==> config.mk <==
export PLATFORM = sky130hd
export DESIGN_NAME = hdb3sub
export DESIGN_NICKNAME = d
export VERILOG_FILES = /design/src/rtl/hdb3_pkg.sv /design/src/rtl/hdb3dline.sv /design/src/rtl/hdb3sub.sv
export SDC_FILE = /design/constraint.sdc
export NUM_CORES = 1
export LEC_CHECK = 0
export ABC_AREA = 0
export CAP_MARGIN = 10
export CORE_AREA = 2 2 39 41
export CTS_CLUSTER_DIAMETER = 60
export DETAILED_ROUTE_END_ITERATION = 10
export DIE_AREA = 0 0 41 43
export RECOVER_POWER = 50
export SLEW_MARGIN = 20
export SYNTH_ARGS = -nofsm -noshare
export SYNTH_HDL_FRONTEND = slang
export SYNTH_SLANG_ARGS = --single-unit
==> constraint.sdc <==
create_clock -name clk -period 2 [get_ports clk]
set_input_delay 0.4 -clock clk [delete_from_list [all_inputs] [get_ports clk]]
set_output_delay 0.4 -clock clk [all_outputs]
set_load 0.02 [all_outputs]
==> src/rtl/hdb3_pkg.sv <==
// Shared definitions for the HDB3/B3ZS zero-substitution path.
// Symbol encoding is {pos,neg}; polarity bit is 0 = +, 1 = -.
package hdb3_pkg;

    typedef logic [1:0] sym_t;

    localparam sym_t SYM_ZERO = 2'b00;
    localparam sym_t SYM_POS  = 2'b10;
    localparam sym_t SYM_NEG  = 2'b01;

    localparam int NZ_HDB3 = 4;
    localparam int NZ_B3ZS = 3;

    typedef enum logic {
        POL_POS = 1'b0,
        POL_NEG = 1'b1
    } pol_e;

    // Line symbol carrying a pulse of the given polarity.
    function automatic sym_t pol2sym(input logic pol);
        return pol ? SYM_NEG : SYM_POS;
    endfunction

endpackage

==> src/rtl/hdb3dline.sv <==
// NZ-deep 2-bit symbol shift line with async reset.
// Ports: clk, rst (async, active-high); i_head loads stg[0] every cycle;
// i_tail_ld/i_tail override the shift into stg[NZ-1]; o_stg exposes all stages.
module hdb3dline
    import hdb3_pkg::*;
#(
    parameter int NZ = NZ_HDB3
) (
    input  logic              clk,
    input  logic              rst,
    input  sym_t              i_head,
    input  logic              i_tail_ld,
    input  sym_t              i_tail,
    output sym_t [NZ-1:0]     o_stg
);

    sym_t [NZ-1:0] r_stg;

    always_ff @(posedge clk or posedge rst) begin
        if (rst) begin
            r_stg <= '0;
        end else begin
            r_stg[0] <= i_head;
            for (int i = 1; i < NZ; i++) begin
                r_stg[i] <= r_stg[i-1];
            end
            // Tail load wins over the plain shift (B of B00V).
            if (i_tail_ld) begin
                r_stg[NZ-1] <= i_tail;
            end
        end
    end

    assign o_stg = r_stg;

endmodule

==> src/rtl/hdb3sub.sv <==
// HDB3 (NZ=4) / B3ZS (NZ=3) zero substitution after the AMI encoder.
// Ports: clk, rst (async, active-high); ipos/ineg AMI input; opos/oneg
// registered line output; ierr (only with HDB3SUB_VIOLCHK_EN) input
// violation pulse. Optional feature macro: HDB3SUB_VIOLCHK_EN.
module hdb3sub
    import hdb3_pkg::*;
#(
    parameter int NZ = NZ_HDB3
) (
    input  logic clk,
    input  logic rst,
    input  logic ipos,
    input  logic ineg,
    output logic opos,
    output logic oneg
`ifdef HDB3SUB_VIOLCHK_EN
   ,output logic ierr
`endif
);

    sym_t [NZ-1:0] w_stg;

    logic r_inv;
    logic r_par;
    logic r_lastpol;

    logic w_in_mark;
    logic w_in_pol;
    logic w_map_pol;
    logic w_zero_win;
    logic w_det;
    logic w_b00v;
    logic w_vpol;
    sym_t w_head;
    sym_t w_tail;

    // ipos=ineg=1 is not a mark, so it behaves as a zero.
    assign w_in_mark = ipos ^ ineg;
    assign w_in_pol  = ineg;
    assign w_map_pol = w_in_pol ^ r_inv;

    always_comb begin
        w_zero_win = 1'b1;
        for (int i = 0; i < NZ - 1; i++) begin
            if (w_stg[i] != SYM_ZERO) begin
                w_zero_win = 1'b0;
            end
        end
    end

    assign w_det  = ~w_in_mark & w_zero_win;
    assign w_b00v = w_det & ~r_par;
    // 000V reuses the last polarity; B00V flips it for both B and V.
    assign w_vpol = w_b00v ? ~r_lastpol : r_lastpol;
    assign w_tail = pol2sym(~r_lastpol);

    always_comb begin
        w_head = SYM_ZERO;
        if (w_det) begin
            w_head = pol2sym(w_vpol);
        end else if (w_in_mark) begin
            w_head = pol2sym(w_map_pol);
        end
    end

    hdb3dline #(
        .NZ(NZ)
    ) u_dline (
        .clk       (clk),
        .rst       (rst),
        .i_head    (w_head),
        .i_tail_ld (w_b00v),
        .i_tail    (w_tail),
        .o_stg     (w_stg)
    );

    always_ff @(posedge clk or posedge rst) begin
        if (rst) begin
            r_inv     <= 1'b0;
            r_par     <= 1'b0;
            r_lastpol <= POL_NEG;
        end else if (w_det) begin
            r_lastpol <= w_vpol;
            r_par     <= 1'b0;
            // Restores alternation of the following AMI marks after B00V.
            if (w_b00v) begin
                r_inv <= ~r_inv;
            end
        end else if (w_in_mark) begin
            r_lastpol <= w_map_pol;
            r_par     <= ~r_par;
        end
    end

    assign opos = w_stg[NZ-1][1];
    assign oneg = w_stg[NZ-1][0];

`ifdef HDB3SUB_VIOLCHK_EN
    logic r_lastin;
    logic r_err;

    always_ff @(posedge clk or posedge rst) begin
        if (rst) begin
            r_lastin <= POL_NEG;
            r_err    <= 1'b0;
        end else begin
            r_err <= (ipos & ineg) | (w_in_mark & (w_in_pol == r_lastin));
            if (w_in_mark) begin
                r_lastin <= w_in_pol;
            end
        end
    end

    assign ierr = r_err;
`endif

endmodule

**Word level (Yosys, flattened, before mapping)**

Index checks and enable logic that the tools add are counted.

- Bits in registers: 11
- Bits in latches: 0
- RAM bits: 0
- Bits in read-only memories: 0
- Input port bits: 4
- Logic and storage cells: 34
- Memories kept: 0

- Add/sub/neg operators: 0
- Multiply operators: 0
- Div/mod/pow operators: 0
- Order comparisons: 0
- Equality and inequality tests: 0
- Shift-type cells: 0
- Multiplexer cells: 14
- Bitwise operators: 8
- Reduce and logical (&&, ||, !) cells: 5

Operators by type and width:

| cell | number |
|---|---|
| $mux 2 | 6 |
| $mux 1 | 8 |
| $reduce_bool 2->1 | 4 |
| $not 1->1 | 4 |
| $and 1x1->1 | 2 |
| $reduce_and 2->1 | 1 |
| $xor 1x1->1 | 2 |

**Logic depth before layout (Yosys ltp)**

- Depth after elaboration: 9
- Depth in mapped cells: 4
- Mapped depth without buffers: 4

**Modules after synthesis**

From an unflattened synthesis, not the netlist that was laid out.

- Cells, all modules: 43
- Area, all modules: 489.2 µm²

Modules (own cells, without submodules):

| module | times used | cells an instance | area each (µm²) | sequential area each (µm²) |
|---|---|---|---|---|
| hdb3sub | 1 | 32 | 262.8 | 76.3 |
| hdb3dline | 1 | 11 | 226.5 | 200.2 |

**Least setup slack after synthesis**

OpenSTA, ideal clock, no wires.

- Kind: flip-flop to flip-flop
- From: register u_dline.r_stg, in the netlist u_dline.o_stg[1]
- To: register r_lastpol
- Library setup time: 60 ps
- Data arrival time: 1613 ps
- Required time: 1940 ps
- Path slack: 328 ps
- Cell stages (with the launch flop): 5
- Clock period less this slack: 1672 ps
- Cell sequence: dfrtp_1 or4_4 or3_1 a311oi_1 or2_1

- Longest elaborated chain between the ends: 8

Ends and longest elaborated chain:

| item | RTL line | source |
|---|---|---|
| from (decl) | hdb3dline.sv:17 | `sym_t [NZ-1:0] r_stg;` |
| from (signal, indexed assignment) | hdb3dline.sv:25 | `r_stg[i] <= r_stg[i-1];` |
| from (signal, indexed assignment) | hdb3dline.sv:29 | `r_stg[NZ-1] <= i_tail;` |
| $reduce_bool 2->1 * | hdb3sub.sv:45 | `if (w_stg[i] != SYM_ZERO) begin` |
| $mux 1 * (3 in a row) | hdb3sub.sv:45 |  |
| $and 1x1->1 * | hdb3sub.sv:51 | `assign w_det = ~w_in_mark & w_zero_win;` |
| $and 1x1->1 | hdb3sub.sv:52 | `assign w_b00v = w_det & ~r_par;` |
| $mux 1 | hdb3sub.sv:54 | `assign w_vpol = w_b00v ? ~r_lastpol : r_lastpol;` |
| $mux 1 | hdb3sub.sv:82 | `end else if (w_det) begin` |
| to (signal assigned) | hdb3sub.sv:83 | `r_lastpol <= w_vpol;` |
| to (signal assigned) | hdb3sub.sv:90 | `r_lastpol <= w_map_pol;` |
| to (decl) | hdb3sub.sv:25 | `logic r_lastpol;` |

Every way passes the cells marked *; elsewhere a longest branch is shown, timed or not.
A chain may end at the register's enable or synchronous reset.

**Worst setup path in the final report**

Same ends and word-level chain as after synthesis.

==> flow_metrics.py <==
metrics = {
    "clocking": {
        "postCtsHoldBufs": 0,
        "postCtsSetupRepairBufs": 0,
        "htreeDepth": 1,
        "numCtsBuffers": 3,
        "clockRootBuffer": "clkbuf_4",
        "cts_buffer_depth": 2,
        "insertion_delay_ns": 0.26,
        "cts_sinks": 11,
        "cts_resized": 0,
        "tritoncts": "built",
        "clk_pin_slew_ns": 0.07,
    },
    "sta": {
        "tightestPinTransition_ns": 0.402,
        "rsz0062_at_grt": "no",
        "whs_ns": 0.391,
        "hold_viol_final": 0,
        "drv_slew": 0,
        "finalSetupViolCount": 0,
        "finalSetupTns_ns": 0,
        "relSlewSlack_pct": 73.2,
        "finalCriticalPeriod_ns": 1.76,
        "period_share_pct": 88.2,
        "fmax_mhz": 567,
        "fin_skew_ns": 0.00569,
    },
    "die": {
        "dieArea_um2": 1760,
        "core_um2": 1380,
        "initial_core_util_pct": 34.4,
        "ios": 6,
        "core.rowCount": 14,
        "die_y_um": 43,
        "die_x_um": 41,
    },
    "synth": {
        "ys_seq_elements": 11,
        "synth_cell_types": 20,
        "synthTopCellsByArea": "dfrtp_1 (53%), dfstp_2 (5.5%), a21oi_1 (5.3%), o32ai_1 (3.7%), xnor2_1 (3.7%)",
        "syn_area_um2": 475,
        "yosysSeqAreaShare_pct": 58.2,
        "yosysWarningCount": 0,
        "yosysTopAreaCell": "dfrtp_1",
        "synth_nets": 47,
        "avgSynthCellArea_um2": 11.1,
        "synthCells": 43,
        "synth_top_area_share_pct": 52.6,
    },
    "place": {
        "place_area_um2": 553,
        "routabilityCongestion": 0.762,
        "dp_hpwl_um": 680,
        "dp.cells": 65,
        "io_buffers": 5,
    },
    "run_status": {
        "status": "finished clean",
    },
    "grt": {
        "grt_pass1_wl_um": 1480,
        "grt_max_degree": 12,
        "grt-ovfl-total": 0,
        "antenna_found_initial": 0,
        "track_usage_pct": 13.0,
        "grt_pass1_vias": 344,
    },
    "pwr": {
        "powerDensity_nw_per_um2": 1610,
        "total_leakage_power_uw": 0.000244,
        "ir_worst_vdd_mv": 0.559,
        "total_power_uw": 935,
    },
    "detailed_routing": {
        "dr.pass1.iters": 2,
        "drc": 0,
        "vias": 380,
        "routed_wl_um": 891,
        "wl_per_cell_um": 12.9,
        "ant_nets": 0,
        "dr.first_iter.drc_count": 3,
        "routed_via_density": 5.51,
    },
    "setup_path": {
        "path_class": "reg2reg",
        "reg2reg_from": "u_dline.o_stg[1]",
        "crit_fanout": 4,
        "cp.required_ns": 2.21,
        "cp-start-kind": "flip-flop",
        "startpoint": "u_dline.o_stg[1]",
        "endpoint": "r_lastpol",
        "r2r-end": "r_lastpol",
        "crit_chain": "or4_4 -> or3_1 -> a311oi_1 -> or2_1",
        "cp_data_arrival_time_ns": 1.97,
        "cp-end-kind": "flip-flop",
        "critical_path.max_stage_delay_ns": 0.55,
        "rr_worst_depth": 4,
        "rrSetupSlack_ns": 0.24,
        "crit_slowest_cell": "or4_4",
    },
    "final_layout": {
        "fill_cells": 144,
        "drive_gt1_share_pct": 13.2,
        "stdcell_count": 69,
        "finish.instance_area_um2": 579,
        "nets": 58,
        "area.growth.synth_to_final_pct": 21.8,
        "mostFrequentLayoutCell": "dfrtp_1",
        "layout_common_cells": "dfrtp_1 (10), a21oi_1 (5), clkdlybuf4s50_1 (4), nand2_1 (3), clkbuf_4 (3)",
        "num_antenna_cells": 0,
    },
    "run": {
        "cap_violations": 0,
    },
    "worst_hold_path": {
        "hp-class": "reg2reg",
    },
}
per-stage QoR:
stage          setup slack [ns]  utilization, %
2_1_floorplan             0.328               -
3_3_place_gp              0.241            40.0
3_5_place_dp              0.212            40.0
4_1_cts                   0.232            41.9
5_1_grt                   0.129            41.9
6_report                  0.235            41.9
report_power, final:
part / leakage, uW / switching, uW / total, uW / internal (uW)
clock: 0.0000150 / 71.8 / 149 / 77.0
combinational: 0.0000912 / 178 / 365 / 188
sequential: 0.000138 / 91.6 / 421 / 329
total: 0.000244 / 341 / 935 / 594
flip-flops by register name, summed over array words and instances (netlist names):
register and flops:
r_inv 1, r_lastpol 1, u_dline.o_stg 8, r_par 1
Yosys cell counts, drive strengths merged:
cell type  number
o32ai           2
a31oi           2
nor2            2
dfstp           1
a31o            1
or2             1
nor2b           2
or4             1
nand2           3
inv             1
xnor2           2
a311oi          1
xor2            1
nor3            1
a21oi           5
nand3b          1
o21ai           2
or3             2
nand2b          2
dfrtp          10
routing by layer:
metal,up-vias,share of wire [%],track usage (%)
li1,181,-,-
met4,0,1.3,8.00
met5,-,0,0
met3,2,3.4,4.71
met1,188,44,16.2
met2,9,52,18.4
worst min-delay path by stage:
stage | cells past startpoint | slack [ns] | from | to
6_report | 0 | 0.39 | u_dline.o_stg[1] | u_dline.o_stg[3]
2_1_floorplan | 1 | 0.25 | rst | r_inv
4_1_cts | 0 | 0.39 | u_dline.o_stg[1] | u_dline.o_stg[3]
3_3_place_gp | 0 | 0.36 | u_dline.o_stg[1] | u_dline.o_stg[3]
5_1_grt | 0 | 0.40 | u_dline.o_stg[1] | u_dline.o_stg[3]
3_5_place_dp | 0 | 0.38 | u_dline.o_stg[1] | u_dline.o_stg[3]
worst max-delay path, delay by kind of cell (launching register included):
family | cells | cell delay, ns
AO/OA/AOI/OAI | 1 | 0.25
flip-flops | 1 | 0.39
AND/OR/NAND/NOR | 3 | 1.07
cells by family (layout without fill, tap and decap cells):
group	count (synthesis)	in the layout	share of synthesized area, %
xor gates and xnor gates	3	3	5.53
AOI/OAI and AO/OA	13	13	17.4
and+or+nand+nor	15	15	18.2
buffers and inverters	1	11	0.789
DFF	11	11	58.2
area by class of cell:
type / count / area [um2] / area share, %
Inverter: 1 / 3.75 / 0.648
Multi-Input combinational cell: 31 / 195 / 33.7
Sequential cell: 11 / 277 / 47.7
Timing Repair Buffer: 6 / 57.6 / 9.94
Clock buffer: 4 / 26.3 / 4.54
Tap cell: 16 / 20.0 / 3.46
(Power assumes the default switching activity.)
